`config.mk`:
```
export PLATFORM = sky130hd
export DESIGN_NAME = mem_arbiter
export DESIGN_NICKNAME = d
export VERILOG_FILES = /design/src/rtl/mem_arb_pkg.sv /design/src/rtl/mem_arb_rr.sv /design/src/rtl/mem_arbiter.sv
export SDC_FILE = /design/constraint.sdc
export NUM_CORES = 1
export LEC_CHECK = 0
export CAP_MARGIN = 40
export CORE_ASPECT_RATIO = 1.1
export CORE_UTILIZATION = 40
export CTS_BUF_LIST = sky130_fd_sc_hd__clkbuf_4 sky130_fd_sc_hd__clkbuf_8
export DETAILED_ROUTE_END_ITERATION = 12
export DONT_BUFFER_PORTS = 1
export MAX_ROUTING_LAYER = met4
export PLACE_DENSITY = 0.53
export SYNTH_ARGS = -nofsm -noshare
export SYNTH_HDL_FRONTEND = slang
export SYNTH_SLANG_ARGS = --single-unit
```
`constraint.sdc`:
```
create_clock -name clk -period 1.7 [get_ports clk]
set_input_delay 0.255 -clock clk [delete_from_list [all_inputs] [get_ports clk]]
set_output_delay 0.255 -clock clk [all_outputs]
set_load 0.01 [all_outputs]
```
`src/rtl/mem_arb_pkg.sv`:
```
// Shared types for the two-port memory arbiter: FSM states, port indices
// and the latched controller command.
package mem_arb_pkg;

    // Widest address/data the command register can carry (one 32-bit word per transaction)
    localparam int CMD_ADDR_W = 32;
    localparam int CMD_DATA_W = 32;

    typedef enum logic [1:0] {
        IDLE = 2'd0,
        BUSY = 2'd1,
        DONE = 2'd2
    } state_t;

    localparam logic PORT0 = 1'b0;
    localparam logic PORT1 = 1'b1;

    typedef struct packed {
        logic                  op_write;
        logic [CMD_ADDR_W-1:0] addr;
        logic [CMD_DATA_W-1:0] wdata;
    } cmd_t;

endpackage

```
`src/rtl/mem_arb_rr.sv`:
```
// Two-way round-robin pick: a lone requester wins, a tie goes to the port
// that was not granted last.
module mem_arb_rr
    import mem_arb_pkg::*;
(
    input  logic [1:0] req,
    input  logic       last,
    output logic       gnt,
    output logic       gnt_vld
);

    // Combinational winner selection
    always_comb begin
        gnt_vld = |req;
        gnt     = PORT0;
        if (req == 2'b11) begin
            gnt = ~last;
        end else if (req == 2'b10) begin
            gnt = PORT1;
        end
    end

endmodule

```
`src/rtl/mem_arbiter.sv`:
```
// Shares one SRAM controller between the MEM stage (port 0) and a secondary
// requester (port 1). The winning command is latched and held until the
// controller completes; a watchdog aborts transactions that never finish.
module mem_arbiter
    import mem_arb_pkg::*;
#(
    parameter int ADDR_W  = 32,  // must not exceed CMD_ADDR_W
    parameter int DATA_W  = 32,  // must not exceed CMD_DATA_W
    parameter int TIMEOUT = 64,
    parameter int CNT_W   = 7
) (
    input  logic              clk,
    input  logic              rst,
    input  logic              m0_r_en,
    input  logic              m0_w_en,
    input  logic [ADDR_W-1:0] m0_addr,
    input  logic [DATA_W-1:0] m0_wdata,
    output logic [DATA_W-1:0] m0_rdata,
    output logic              m0_ready,
    input  logic              m1_r_en,
    input  logic              m1_w_en,
    input  logic [ADDR_W-1:0] m1_addr,
    input  logic [DATA_W-1:0] m1_wdata,
    output logic [DATA_W-1:0] m1_rdata,
    output logic              m1_ready,
    output logic              mc_r_en,
    output logic              mc_w_en,
    output logic [ADDR_W-1:0] mc_addr,
    output logic [DATA_W-1:0] mc_wdata,
    input  logic [DATA_W-1:0] mc_rdata,
    input  logic              mc_ready,
    output logic              err,
    output logic              busy
);

    localparam logic [CNT_W-1:0] WD_LAST = CNT_W'(TIMEOUT - 1);

    state_t            state;
    cmd_t              cmd;
    logic              grant;
    logic              last;
    logic [CNT_W-1:0]  wd_cnt;
    logic [DATA_W-1:0] rdata_q;
    logic [1:0]        ready_q;
    logic              err_q;
    logic              busy_q;

    logic [1:0]        req;
    logic              gnt_nxt;
    logic              gnt_vld;
    logic              sel_write;
    logic [ADDR_W-1:0] sel_addr;
    logic [DATA_W-1:0] sel_wdata;

    assign req = {m1_r_en | m1_w_en, m0_r_en | m0_w_en};

    mem_arb_rr u_rr (
        .req     (req),
        .last    (last),
        .gnt     (gnt_nxt),
        .gnt_vld (gnt_vld)
    );

    // Route the prospective winner's command; write takes precedence over read
    always_comb begin
        sel_write = m0_w_en;
        sel_addr  = m0_addr;
        sel_wdata = m0_wdata;
        if (gnt_nxt == PORT1) begin
            sel_write = m1_w_en;
            sel_addr  = m1_addr;
            sel_wdata = m1_wdata;
        end
    end

    // Arbitration FSM with command register, watchdog and registered status
    always_ff @(posedge clk or negedge rst) begin
        if (!rst) begin
            state   <= IDLE;
            cmd     <= '0;
            grant   <= PORT0;
            last    <= PORT1;
            wd_cnt  <= '0;
            rdata_q <= '0;
            ready_q <= '0;
            err_q   <= 1'b0;
            busy_q  <= 1'b0;
        end else begin
            ready_q <= '0;
            err_q   <= 1'b0;
            case (state)
                IDLE: begin
                    if (gnt_vld) begin
                        state        <= BUSY;
                        grant        <= gnt_nxt;
                        last         <= gnt_nxt;
                        cmd.op_write <= sel_write;
                        cmd.addr     <= CMD_ADDR_W'(sel_addr);
                        cmd.wdata    <= CMD_DATA_W'(sel_wdata);
                        wd_cnt       <= '0;
                        busy_q       <= 1'b1;
                    end
                end
                BUSY: begin
                    if (wd_cnt != '1) begin
                        wd_cnt <= wd_cnt + 1'b1;
                    end
                    // Completion beats a coincident timeout
                    if (mc_ready) begin
                        state          <= DONE;
                        rdata_q        <= mc_rdata;
                        ready_q[grant] <= 1'b1;
                    end else if (wd_cnt == WD_LAST) begin
                        state  <= IDLE;
                        err_q  <= 1'b1;
                        busy_q <= 1'b0;
                    end
                end
                DONE: begin
                    state  <= IDLE;
                    busy_q <= 1'b0;
                end
                default: begin
                    state  <= IDLE;
                    busy_q <= 1'b0;
                end
            endcase
        end
    end

    assign mc_r_en  = (state == BUSY) && !cmd.op_write;
    assign mc_w_en  = (state == BUSY) &&  cmd.op_write;
    assign mc_addr  = cmd.addr[ADDR_W-1:0];
    assign mc_wdata = cmd.wdata[DATA_W-1:0];

    assign m0_ready = ready_q[0];
    assign m1_ready = ready_q[1];
    assign m0_rdata = (grant == PORT0) ? rdata_q : '0;
    assign m1_rdata = (grant == PORT1) ? rdata_q : '0;

    assign err  = err_q;
    assign busy = busy_q;

endmodule

```
**Yosys cells after proc, flatten, opt, wreduce, memory -nomap -nowiden**

Index checks and enable logic that the tools add are counted.

- Output and inout bits: 134
- Flip-flop bits (word level): 112
- Bits of input ports: 167
- Logic and storage cells: 64

- Eq/ne operators: 10
- Order comparisons: 2
- Bitwise gates (word level): 3
- Reductions and logical operators: 12
- Multiplexer cells: 25
- $add $sub $neg: 1

Operators by type and width:

| kind | count |
|---|---|
| $mux W32 | 4 |
| $mux W7 | 2 |
| $pmux W7 S2 | 1 |
| $mux W1 | 10 |
| $mux W2 | 5 |
| $ne A2 B2 Y1 const B | 4 |
| $add A7 B1 Y7 const B | 1 |
| $eq A7 B6 Y1 const B | 1 |
| $ne A7 B7 Y1 const B | 1 |
| $reduce_and A2 Y1 | 3 |
| $reduce_and A3 Y1 | 2 |
| $eq A2 B2 Y1 const B | 2 |
| $pmux W2 S2 | 1 |
| $logic_and A1 B1 Y1 | 3 |
| $ne A3 B3 Y1 const B | 1 |
| $eq A2 B1 Y1 const B | 1 |
| $logic_not A2 Y1 | 1 |
| $lt A1 B2 Y1 const B | 1 |
| $or A1 B1 Y1 | 2 |
| $pmux W1 S2 | 1 |
| $reduce_bool A2 Y1 | 1 |
| $reduce_or A2 Y1 | 1 |
| $demux W1 S1 | 1 |
| $ge A1 B1 Y1 const B | 1 |
| 2 further kinds | 2 |

**Depth between registers and ports, before layout**

Gate-level depths: netlist (run 1).

- Word-level depth: 6
- Mapped depth: 6
- Mapped depth without buffers: 4

**Modules after synthesis**

A second synthesis (run 1) with hierarchy kept.

- Cell total of the unflattened synthesis: 552
- Area total of the unflattened synthesis: 5868.1 µm²

Modules (own cells, without submodules):

| module | area an instance (µm²) | cells each | sequential area each (µm²) | times used |
|---|---|---|---|---|
| mem_arbiter | 5854.4 | 550 | 2803.9 | 1 |
| mem_arb_rr | 13.8 | 2 | 0.0 | 1 |

**Least setup slack after synthesis (run 1)**

OpenSTA, ideal clock, no wires.

- Kind: register to register
- From: reg state[0]
- To: reg rdata_q[10]
- Buffers on the path: 2
- Library setup time: 0.125 ns
- Data arrival time: 1.393 ns
- Data required time: 1.575 ns
- Path slack: 0.182 ns
- Cell stages (with the launch flop): 6
- Path through: dfrtp_1 nor2b_1 buf_2 nand2_1 buf_2 mux2_2

- Cells in the longest elaborated chain, start to end: 2

Ends and longest elaborated chain:

| what | RTL line | text |
|---|---|---|
| start, declared | mem_arbiter.sv:38 | `state_t state;` |
| start signal, assigned | mem_arbiter.sv:79 | `state <= IDLE;` |
| start signal, assigned | mem_arbiter.sv:94 | `state <= BUSY;` |
| start signal, assigned | mem_arbiter.sv:110 | `state <= DONE;` |
| $eq A2 B1 Y1 | mem_arbiter.sv:91 | `case (state)` |
| $reduce_and A2 Y1 (no line) | - |  |
| end signal, assigned | mem_arbiter.sv:111 | `rdata_q <= mc_rdata;` |
| end, declared | mem_arbiter.sv:43 | `logic [DATA_W-1:0] rdata_q;` |

No other way between the ends.
A chain may end at the register's enable or synchronous reset.

**Worst setup path in the final report (run 1)**

- From: reg state[0]
- To: reg wd_cnt[4]

- Cells in the longest elaborated chain, start to end: 3

Ends and longest elaborated chain:

| what | RTL line | text |
|---|---|---|
| $eq A2 B1 Y1 / $logic_not A2 Y1 (equally long branches) | mem_arbiter.sv:91 |  |
| $ne A2 B2 Y1 (no line) / $reduce_bool A2 Y1 (equally long branches) | - |  |
| $reduce_and A3 Y1 (no line) | - |  |
| end signal, assigned | mem_arbiter.sv:106 | `wd_cnt <= wd_cnt + 1'b1;` |
| end, declared | mem_arbiter.sv:42 | `logic [CNT_W-1:0] wd_cnt;` |

Several ways; a longest one is shown, not always the timed one.

==> summary.md, run 1 <==
| Metric | Value |
|---|---|
| Synth top cells by count | `dfrtp_1 (111), o21ai_0 (72), a2bb2oi_1 (64), a311oi_1 (64), buf_4 (64)` |
| Synth async-reset ratio | `1.00` |
| Most frequent cell after synthesis | `dfrtp_1` |
| Worst Setup End Kind | `register` |
| Worst skew pair latency | `around 380 ps` |
| Final instance area | `6410 µm²` |
| First-pass GRT wire length | `between 20,000 and 25,000 µm` |
| Sequential Area | `approximately 2800 µm²` |
| Post-synthesis cell area | `approximately 6100 µm²` |
| CP arrival | `~1800 ps` |
| Clk slew on worst S/H paths | `between 100 and 150 ps` |
| Final hold slack | `-445 ps` |
| Pin count of the biggest net entering global routing | `about 110` |
| Multi-input gate area | `about 2600 µm²` |
| Max rail drop VDD | `between 700 and 800 µV` |
| Number of routed nets with antenna violations | `0` |
| FILL cells | `approximately 1,300` |
| Slew @ Worst Pin | `about 530 ps` |
| Max Buffers Root-to-Sink | `2` |
| Top sig layer | `met4` |
| Critical path type | `register to register` |
| Pleak | `around 2.5 nW` |
| Synthesized area per cell | `10.5 µm²` |
| Yosys warnings | `0` |
| # Max-Cap Violations | `0` |
| Reg2reg end | `wd_cnt[4]` |
| Minimum clock period | `1580 ps` |
| Setup tns final | `0 ps` |
| DP Cell Count | `671` |
| Power Density | `1960 nW/µm²` |
| H-tree levels | `3` |
| PortBufs | `0` |
| Clk_skew | `11.8 ps` |
| Global route overflow | `0` |
| Total number of vias | `between 4,000 and 5,000` |
| Area of the die | `15,700 µm²` |
| I/O pin total | `301` |
| Post-synthesis instance total | `about 580` |
| Top_reg_cell synth | `dfrtp_1` |
| Kind of start point of the critical path | `register` |
| RSZ-0062 raised after global routing | `no` |
| Vias in the first global route | `~4,400` |
| CTS tree | `built` |
| Initial DRT Pass Iterations | `5` |
| DR WL met3 | `1240 µm` |
| Final cell count without fillers | `just over 700` |
| DPL Wire Length | `~11,000 µm` |
| Root buf cell | `clkbuf_8` |
| DP Area | `approximately 6000 µm²` |
| Status | `finished, violations left` |
| Hold Crit Class | `input port to asynchronous set/reset pin` |
| Worst slew margin | `0.646` |
| Design Power | `0.0126 W` |
| Die Y-Extent | `between 100 and 150 µm` |
| Initial DRC count | `roughly 270` |
| Met2 WL post-DR | `about 8500 µm` |
| Top cell type's share of synthesized area | `0.456` |
| Core Region | `approximately 15,000 µm²` |
| Fin crit share | `0.929` |
| Die width | `120 µm` |
| RR Startpoint | `state[0]` |
| Post-synth net total | `around 750` |
| Failing checks | `hold timing` |
| Crit path required time | `slightly below 2000 ps` |
| Initial antenna violation count | `1` |
| Reg2reg setup slack | `120 ps` |
| Post-Route WL | `~17,000 µm` |
| RD Place Congestion | `about 0.75` |
| Post-synth EDFFs | `0` |
| Metal-1 WL | `about 6600 µm` |
| Yosys top cell by area | `dfrtp_1` |
| Initial Utilization | `0.415` |
| Flops & latches, synth | `about 110` |
| CTS buffer count | `9` |
| Synth-to-Final Area Change | `5.21%` |
| Reg2Reg Depth | `3` |
| Layout cells sized above 1 | `0.157` |
| Final Hold Viols | `112` |
| Final setup viols | `0` |
| WL/cell | `23.0 µm` |
| Final-report max-slew violation count | `0` |
| Top cells by area in the synthesized netlist | `dfrtp_1 (46%), a2bb2oi_1 (9.2%), a311oi_1 (9.2%)` |
| Max Freq | `between 600 and 700 MHz` |
| DRC viols | `0` |
| Clock Sink Count | `about 110` |
| Final net count | `around 700` |
| Row cnt | `46` |
| GRT Util Overall | `0.208` |
| Sequential area share after synthesis | `0.460` |
| Final core utilization | `0.437` |
| Synth cell types | `39` |
| Vias per cell | `roughly 6.3` |
| Critical path fanouts, max | `9` |
[area by class of cell]
cell class | instances | area share
Timing Repair Buffer | 55 | 0.0878
Clock inverter | 6 | 0.0103
Antenna cell | 1 | 0.000390
Clock buffer | 10 | 0.0215
Sequential cell | 112 | 0.437
Multi-Input combinational cell | 341 | 0.404
Tap cell | 192 | 0.0374
Inverter | 3 | 0.00176
[worst max path at each step]
stage | start | end | slack, ps | depth (start not counted)
5_1_grt | state[0] | mc_w_en | 20 | 3
3_5_place_dp | state[0] | wd_cnt[4] | 140 | 3
6_report | state[0] | wd_cnt[4] | 120 | 3
3_3_place_gp | state[0] | wd_cnt[2] | 210 | 3
2_1_floorplan | state[0] | rdata_q[10] | 180 | 5
4_1_cts | grant | m0_rdata[1] | 60 | 3
[layer usage]
metal / global-route usage / up-vias
li1: - / 1987
met1: 0.244 / 2242
met2: 0.351 / 283
met3: 0.0464 / 26
met4: 0.0653 / 0
met5: - / -
[stage by stage]
stage | hold slack, ps | worst slack, ps
after CTS | -465 | 58.4
after global routing | -483 | 22.8
after detailed placement | -38.3 | 143
after floorplan | -40.6 | 182
after global placement | -38.1 | 213
final | -445 | 120
[logic make-up after synthesis]
family / share of synthesized area
AO/OA/AOI/OAI: 0.261
XOR/XNOR: 0.00431
adder cells (fa/ha/maj): 0.00205
buffers and inverters: 0.120
flip-flops: 0.460
multiplexers: 0.0624
AND/OR/NAND/NOR: 0.0903
[cell usage in the layout, fill, tap and decap left out, types with 2 or more instances in the layout]
cell type and n:
mux2i_1 2, and2_1 33, clkinv_2 2, nand3_1 4, nor2b_1 32, a2bb2oi_1 64, buf_12 6, a311oi_1 64
clkbuf_8 10, inv_1 3, nor2_4 2, a32o_1 3, dlygate4sd3_1 30, o31ai_1 2, nor3b_1 2, o21ai_0 71
inv_6 2, buf_4 19, a21oi_1 2, nor2_1 2, nand2_1 5, mux2_2 32, xnor2_1 2, dfrtp_1 110
or2_2 2
[registers in the layout, summed over array words and instances (netlist names)]
signal    count
rdata_q      32
cmd           1
busy          1
mc_wdata     32
grant         1
state         2
mc_addr      32
err           1
last          1
wd_cnt        7
ready_q       2
[where the power goes]
group	total [W]	internal, W	switching (W)
clock network	0.00168	0.000732	0.000949
logic	0.00547	0.00263	0.00283
registers	0.00545	0.00398	0.00147
[worst max-delay path, cell delays in order (launching register included)]
cell	delay, ps
dfrtp_1	430
or2_2	380
or2_1	350
a32o_1	310
[timing repair]
| action | 4_1_cts | 5_1_grt |
|---|---|---|
| setup buffers | 0 | 2 |
| endpoints found under the setup margin | 34 | 2 |
| resized for setup | 1 | 1 |
| hold endpoints to repair | 123 | 132 |
| hold buffers | 10 | 20 |
Power figures use the tool's default switching activity.
==> run 2: changes to the inputs <==
--- a/config.mk
+++ b/config.mk
@@ -5,7 +5,7 @@
 export SDC_FILE = /design/constraint.sdc
 export NUM_CORES = 1
 export LEC_CHECK = 0
-export CAP_MARGIN = 40
+export CAP_MARGIN = 20
 export CORE_ASPECT_RATIO = 1.1
 export CORE_UTILIZATION = 40
 export CTS_BUF_LIST = sky130_fd_sc_hd__clkbuf_4 sky130_fd_sc_hd__clkbuf_8
==> results of run 2 <==
Final layout, timing and power as in run 1 (identical DEF).
==> run 3: changes to the inputs <==
--- a/config.mk
+++ b/config.mk
@@ -13,6 +13,7 @@
 export DONT_BUFFER_PORTS = 1
 export MAX_ROUTING_LAYER = met4
 export PLACE_DENSITY = 0.53
+export RECOVER_POWER = 100
 export SYNTH_ARGS = -nofsm -noshare
 export SYNTH_HDL_FRONTEND = slang
 export SYNTH_SLANG_ARGS = --single-unit
==> summary.md, run 3 (synthesis results as in run 1) <==
| Metric | Value |
|---|---|
| Status | `finished, violations left` |
| Failing checks | `hold timing` |
| Reg power frac | `0.435 (+0.003)` |
| FILL cells | `1,350 (+0.15%)` |
| Initial Utilization | `0.415 (unchanged)` |
| Final net count | `690 (unchanged)` |
| Power Density | `1960 nW/µm² (-0.37%)` |
| Initial DRC count | `269 (-1.5%)` |
| Vias per cell | `6.31 (+0.15%)` |
| Pleak | `2.46 nW (-1.1%)` |
| Pre-CTS setup slack | `143 ps (unchanged)` |
| Final-report max-slew violation count | `0 (unchanged)` |
| DP Cell Count | `671 (unchanged)` |
| RD Place Congestion | `0.753 (unchanged)` |
| Clk pwr share | `0.133 (about the same)` |
| RSZ-0062 raised after global routing | `no` |
| Worst Setup End Kind | `register` |
| Design Power | `0.0125 W (-0.56%)` |
| Initial DRT Pass Iterations | `5 (unchanged)` |
| Reg2reg setup slack | `110 ps (about the same)` |
| Minimum clock period | `1590 ps (+9.11 ps)` |
| Most common cell after layout, fill and taps aside | `dfrtp_1` |
| Setup tns final | `0 ps (unchanged)` |
| Synth-to-Final Area Change | `5.01%` |
| Clk_skew | `15.0 ps (+3.24 ps)` |
| H-tree levels | `3 (unchanged)` |
| Fin crit share | `0.935 (+0.00536)` |
| Worst slew margin | `0.650 (+0.00362)` |
| Worst skew pair latency | `370 ps (about the same)` |
| Cell Int Power | `0.00728 W (-0.83%)` |
| Root buf cell | `clkbuf_8` |
| CTS buffer count | `9 (unchanged)` |
| Final core utilization | `0.436 (-0.000852)` |
| Core Region | `14,700 µm² (unchanged)` |
| Max Freq | `629 MHz (-0.57%)` |
| Final Worst Setup Slack | `111 ps (-9.11 ps)` |
| Hold Crit Class | `input port to asynchronous set/reset pin` |
| Die Y-Extent | `131 µm (unchanged)` |
| Reg2Reg Depth | `4 (+1)` |
| Crit path required time | `1940 ps (-20 ps)` |
| First-pass GRT wire length | `24,600 µm (unchanged)` |
| Total number of vias | `4,545 (+0.15%)` |
| Multi-input gate area | `2590 µm² (unchanged)` |
| Critical path fanouts, max | `21 (+12)` |
| Vias in the first global route | `4,409 (unchanged)` |
| GRT Util Overall | `0.208 (unchanged)` |
| Comb power frac | `0.432 (-0.002)` |
| I/O pin total | `301 (unchanged)` |
| WL/cell | `23.0 µm (-0.30%)` |
| Initial antenna violation count | `1 (unchanged)` |
| Global route overflow | `0 (unchanged)` |
| DPL Wire Length | `11,100 µm (unchanged)` |
| CP arrival | `1830 ps (about the same)` |
| Max rail drop VDD | `733 µV (-0.32%)` |
| Final Hold Viols | `112 (unchanged)` |
| Switching share of power | `0.419 (+0.00156)` |
| Pin count of the biggest net entering global routing | `113 (unchanged)` |
| Die width | `120 µm (unchanged)` |
| Final hold slack | `-441 ps (+3.68 ps)` |
| PortBufs | `0 (unchanged)` |
| Clk slew on worst S/H paths | `110 ps (about the same)` |
| Final cell count without fillers | `720 (unchanged)` |
| Critical path type | `register to register` |
| Layout cells sized above 1 | `0.156 (-0.00190)` |
| CTS tree | `built` |
| DRC viols | `0 (unchanged)` |
| Slew @ Worst Pin | `525 ps (-5.43 ps)` |
| Row cnt | `46 (unchanged)` |
| # Max-Cap Violations | `0 (unchanged)` |
| Sequential Area | `2810 µm² (unchanged)` |
| Area of the die | `15,700 µm² (unchanged)` |
| Most frequent cells in the layout | `dfrtp_1 (110), o21ai_0 (71), a311oi_1 (64), a2bb2oi_1 (64)` |
| Final setup viols | `0 (unchanged)` |
| Clock Sink Count | `112 (unchanged)` |
| Kind of start point of the critical path | `register` |
| Post-Route WL | `16,500 µm (-0.30%)` |
| Max Buffers Root-to-Sink | `2 (unchanged)` |
| Net Sw Power | `0.00524 W (-0.19%)` |
| Number of routed nets with antenna violations | `0 (unchanged)` |
run 3: changes by cell type in the layout (fill, tap and decap cells not counted), sizes merged:
cell    previous run  this run
clkbuf            10        14
buf               25        21
run 3: timing repair:
| item | in CTS | in global routing |
|---|---|---|
| setup buffers | 0 | 2 |
| setup endpoints to repair | 34 | 2 |
| pin swaps | 0 | 0 |
| hold buffers | 10 | 20 |
| resized for setup | 1 | 1 |
| hold endpoints to repair | 123 | 132 |
run 3: path summary, 6_finish.rpt:
path                        startpoint           to
setup / recovery              state[0]  mc_addr[19]
hold / removal                     rst  mc_addr[13]
setup reg to reg              state[0]  mc_addr[19]
min in group clk           m0_wdata[8]  mc_wdata[8]
max in group asynchronous          rst         last
hold reg to reg               state[1]         busy
run 3: layer usage:
layer	vias to the layer above	wire, µm	share of wire	track usage
li1	1988	-	-	-
met1	2257	6650	0.40	0.244
met2	274	8480	0.51	0.351
met3	26	1190	0.072	0.0464
met4	0	203	0.012	0.0653
met5	-	0	0	-
run 3: power by group through the flow:
| stage | sequential [W] | clock, W | combinational (W) |
|---|---|---|---|
| 3_5_place_dp | 0.00546 | 0 | 0.00541 |
| 2_1_floorplan | 0.00456 | 0 | 0.00586 |
| 5_1_grt | 0.00558 | 0.00186 | 0.00593 |
| 3_3_place_gp | 0.00547 | 0 | 0.00524 |
| 4_1_cts | 0.00544 | 0.00174 | 0.00540 |
| 6_report | 0.00545 | 0.00167 | 0.00541 |
run 3: cell type report:
class                      count  area share
antenna                        1    0.000391
clock buffer                  10      0.0215
clock inverter                 6      0.0104
inverter                       3     0.00176
multi-input combinational    341       0.404
sequential                   112       0.438
tap                          192      0.0375
timing repair buffer          55      0.0860
run 3: worst max-delay path: stages (launching register included):
cell	delay, ps
dfrtp_1	430
or2_2	370
clkbuf_4	270
a311oi_1	280
a2bb2oi_1	100
run 3: per-stage QoR:
stage	area, µm²	hold slack [ps]
global route	6400	-483
finish	6400	-441
global placement	5890	-38.1
detailed placement	5890	-38.3
CTS	6190	-465
floorplan	6100	-40.6
==> patch 1 (flow settings as in run 1) <==
`TIMEOUT`: 64 -> 48.
--- a/src/rtl/mem_arbiter.sv
+++ b/src/rtl/mem_arbiter.sv
@@ -8,3 +8,3 @@
     parameter int DATA_W  = 32,  // must not exceed CMD_DATA_W
-    parameter int TIMEOUT = 64,
+    parameter int TIMEOUT = 48,
     parameter int CNT_W   = 7
Behaviour: same outputs for any inputs over 4 cycles, from zero or initial values and one cycle with rst low; that may be too few to reach the edited logic, so the function may still have changed.
==> patch 1 against run 1 <==
- the flow still finishes with violations (hold timing)
- routed wire length is 0.55% lower
- area after synthesis grew 0.37%
- synthesized cell count grew 0.69%
- register-to-register slack lost 0.03 ns
- final area is 7.3% higher
- setup slack worse by 0.053 ns
- sequential cell count unchanged
- power grew 1.4%
- critical path type is now reg -> out
- critical endpoint is now mc_w_en
==> patch 1: results (changes against run 1) <==
Pint 7575 uW (+3.2%); sequential share of the synthesized area 45.82% (-0.17 points); Flop pwr share 42.0% (-1.2 points); Post-CTS Setup Bufs 0 (unchanged); Hold Path Class in -> async; Compound-Gate Fraction of Synth Area 25.88% (-0.22 points); reg2reg path depth 4 (+1); crit path buf inv count 2 (+2); DRT iter0 DRCs 233 (-15%); Peak VDD IR 0.8908 mV (+21%); met3 wire len 1118 um (-9.8%); Fin. Hold Viols 112 (unchanged); Post-layout nets 730 (+5.8%); crit path DAT 1.38 ns (-0.46 ns); Core Rows 47 (+2.2%); crit-path max FO 6 (-3); outcome finished, violations left; XOR/XNOR Fraction of Synth Area 0.4294% (-0.0016 points); WL/cell 21.57 um (-6.3%); Post-CTS Hold Buffers 67 (+57); Met2 Wirelength 8238 um (-2.7%); Total Routing Usage GR 21.20% (+0.42 points); Worst Tran Pin Value 0.5239 ns (-0.006557 ns); clk root buf clkbuf_8; violated checks hold timing; top cells by area, synth dfrtp_1 (45%), a2bb2oi_1 (9.2%), a311oi_1 (9.2%), buf_4 (8.5%), o21ai_0 (5.9%); combinational fraction of design power 44.0% (+0.6 points); Adder-Cell Fraction of Synth Area 0.2045% (-0.00076 points); vias in the first global route 4692 (+6.4%); Async S/R FF share, synth 100.0% (unchanged); met2 GRT Util 35.06% (-0.042 points); dpl ws 0.1101 ns (-0.03319 ns); Detailed Place HPWL 10750 um (-3.4%); syn_nets 751 (+0.54%); initial antenna violation count 1 (unchanged); DP Cell Count 680 (+1.3%); layout cells sized above 1 14.29% (-1.5 points); area post-placement 5979 um^2 (+1.5%); M1 wire length 6819 um (+3.2%); via count 4637 (+2.2%); Static Leak 0.002680 uW (+7.7%); first-pass GRT wire length 25310 um (+2.9%); Clock Skew 0.01391 ns (+0.002151 ns); total CTS buffers 9 (unchanged); sequential cell power 5370 uW (-1%); CP peak stage delay 0.38 ns (-0.05 ns); GP Congestion 0.7645 (+1.5%); list of most frequent post-synthesis cells dfrtp_1 (111), o21ai_0 (72), buf_4 (69), a2bb2oi_1 (64), a311oi_1 (64); drt total wl 16480 um (-0.55%); critical path's top delay family flip-flops; M3 GR Usage 5.165% (+0.52 points); syn avg cell area 10.50 um^2 (-0.32%); hold slack -0.4491 ns (-0.004549 ns); H-tree levels 3 (unchanged); multiplexer share of the synthesized area 6.215% (-0.023 points); GR Util met1 24.87% (+0.47 points)
==> patch 1: changes by cell type after synthesis, moves of 2 or more <==
| cell | before | now |
|---|---|---|
| nor2_1 | 3 | 5 |
| buf_4 | 64 | 69 |
| nand4_1 | 0 | 2 |
| buf_1 | 0 | 2 |
| buf_2 | 15 | 8 |
==> patch 1: cell type report <==
class                   count  area [um^2]
diodes                      1        2.502
well taps                 196        245.2
fillers                  1380         8113
flip-flops and latches    112         2804
clock inverters             6        90.09
repair buffers             91        988.4
inverters                   4        15.01
clock buffers              10        137.6
multi-input cells         344         2600
==> patch 1: final timing paths <==
path	from	to	slack, ns
worst max-delay path	state[0]	mc_w_en	0.07
worst min-delay path	rst	mc_addr[20]	-0.45
worst max register to register	wd_cnt[0]	busy	0.09
worst min register to register	rdata_q[18]	rdata_q[18]	0.53
max in group asynchronous	rst	last	1.83
min in group clk	m0_addr[26]	mc_addr[26]	0.03
==> patch 2 (settings of run 1) <==
Made on the original files. The 3 states of `state_t` get a one-hot encoding in 3 bits.
--- a/src/rtl/mem_arb_pkg.sv
+++ b/src/rtl/mem_arb_pkg.sv
@@ -8,6 +8,6 @@
 
-    typedef enum logic [1:0] {
-        IDLE = 2'd0,
-        BUSY = 2'd1,
-        DONE = 2'd2
+    typedef enum logic [2:0] {
+        IDLE = 3'b001,
+        BUSY = 3'b010,
+        DONE = 3'b100
     } state_t;
Behaviour: same outputs for any inputs over 4 cycles, from zero or initial values and one cycle with rst low; so few cycles prove little.
==> patch 2 against run 1 <==
- synthesized cell count shrank 4.0%
- sequential cell count grew 1
- power shrank 1.0%
- cell count grew 6.0%
- setup slack lost 0.065 ns
- largest power group is now sequential cells
- global-route usage shrank 4.8 points
- largest cell class unchanged
- area after synthesis shrank 3.5%
- final area grew 4.4%
- the run still ends with hold timing left
- routed wire length shrank 24%
==> patch 2: results (changes against run 1) <==
outcome finished, violations left; violated checks hold timing; area post-placement 5554 um^2 (-5.7%); clock latency on the worst-skew pair 0.43 ns (+0.05 ns); Adder-Cell Fraction of Synth Area 0.2126% (+0.0074 points); first-pass GRT wire length 18260 um (-26%); drt pass-1 iters 4 (-1); crit-path max FO 4 (-5); total CTS buffers 17 (+8); sequential share of the synthesized area 48.10% (+2.1 points); sw power 4810 uW (-8.4%); M3 GR Usage 5.238% (+0.59 points); Clock Skew 0.01017 ns (-0.001596 ns); Met2 Wirelength 6678 um (-21%); H-tree levels 4 (+1); Fin. Hold Viols 113 (+0.89%); hold slack -0.4861 ns (-0.04157 ns); Total Routing Usage GR 15.99% (-4.8 points); met3 wire len 806 um (-35%); pin count of the biggest net entering global routing 114 (+0.88%); Slew headroom 64.68% (about the same); vias in the first global route 3633 (-18%); drt total wl 12610 um (-24%); post-CTS sizing 0 (-1); WL/cell 16.52 um (-28%); syn_nets 724 (-3.1%); Clock transition at path regs 0.07 ns (-0.04 ns); CP peak stage delay 0.39 ns (-0.04 ns); DP Cell Count 662 (-1.3%); Peak VDD IR 0.6655 mV (-9.5%); library cells used by synthesis 35 (-10%); Static Leak 0.002996 uW (+20%); Post-CTS Hold Buffers 62 (+52); initial antenna violation count 0 (-1); list of most frequent post-synthesis cells dfrtp_1 (111), nand2_1 (73), buf_4 (72), o21ai_0 (69), mux2i_1 (65); layout cells sized above 1 16.11% (+0.36 points)
-- patch 2: area by class of cell --
type | instances | area (um^2)
clock buffers | 22 | 277.8
fillers | 1335 | 7691
multi-input cells | 343 | 2344
clock inverters | 10 | 158.9
inverters | 2 | 7.507
repair buffers | 81 | 839.6
flip-flops and latches | 113 | 2830
well taps | 192 | 240.2
-- patch 2: power by group through the flow --
stage | registers [uW] | logic, uW | clock network [uW]
after CTS | 5260 | 4310 | 2860
after detailed placement | 5290 | 4210 | 0
after floorplan | 4540 | 5150 | 0
after global placement | 5280 | 4080 | 0
final | 5250 | 4450 | 2770
after global routing | 5420 | 4950 | 2990
-- patch 2: path summary, 6_finish.rpt --
check                        endpoint  slack [ns]
max in group asynchronous        last        1.96
min in group clk           mc_addr[9]        0.03
setup reg to reg                 busy        0.06
setup / recovery                 busy        0.06
hold reg to reg                  last        0.50
hold / removal             rdata_q[6]       -0.49
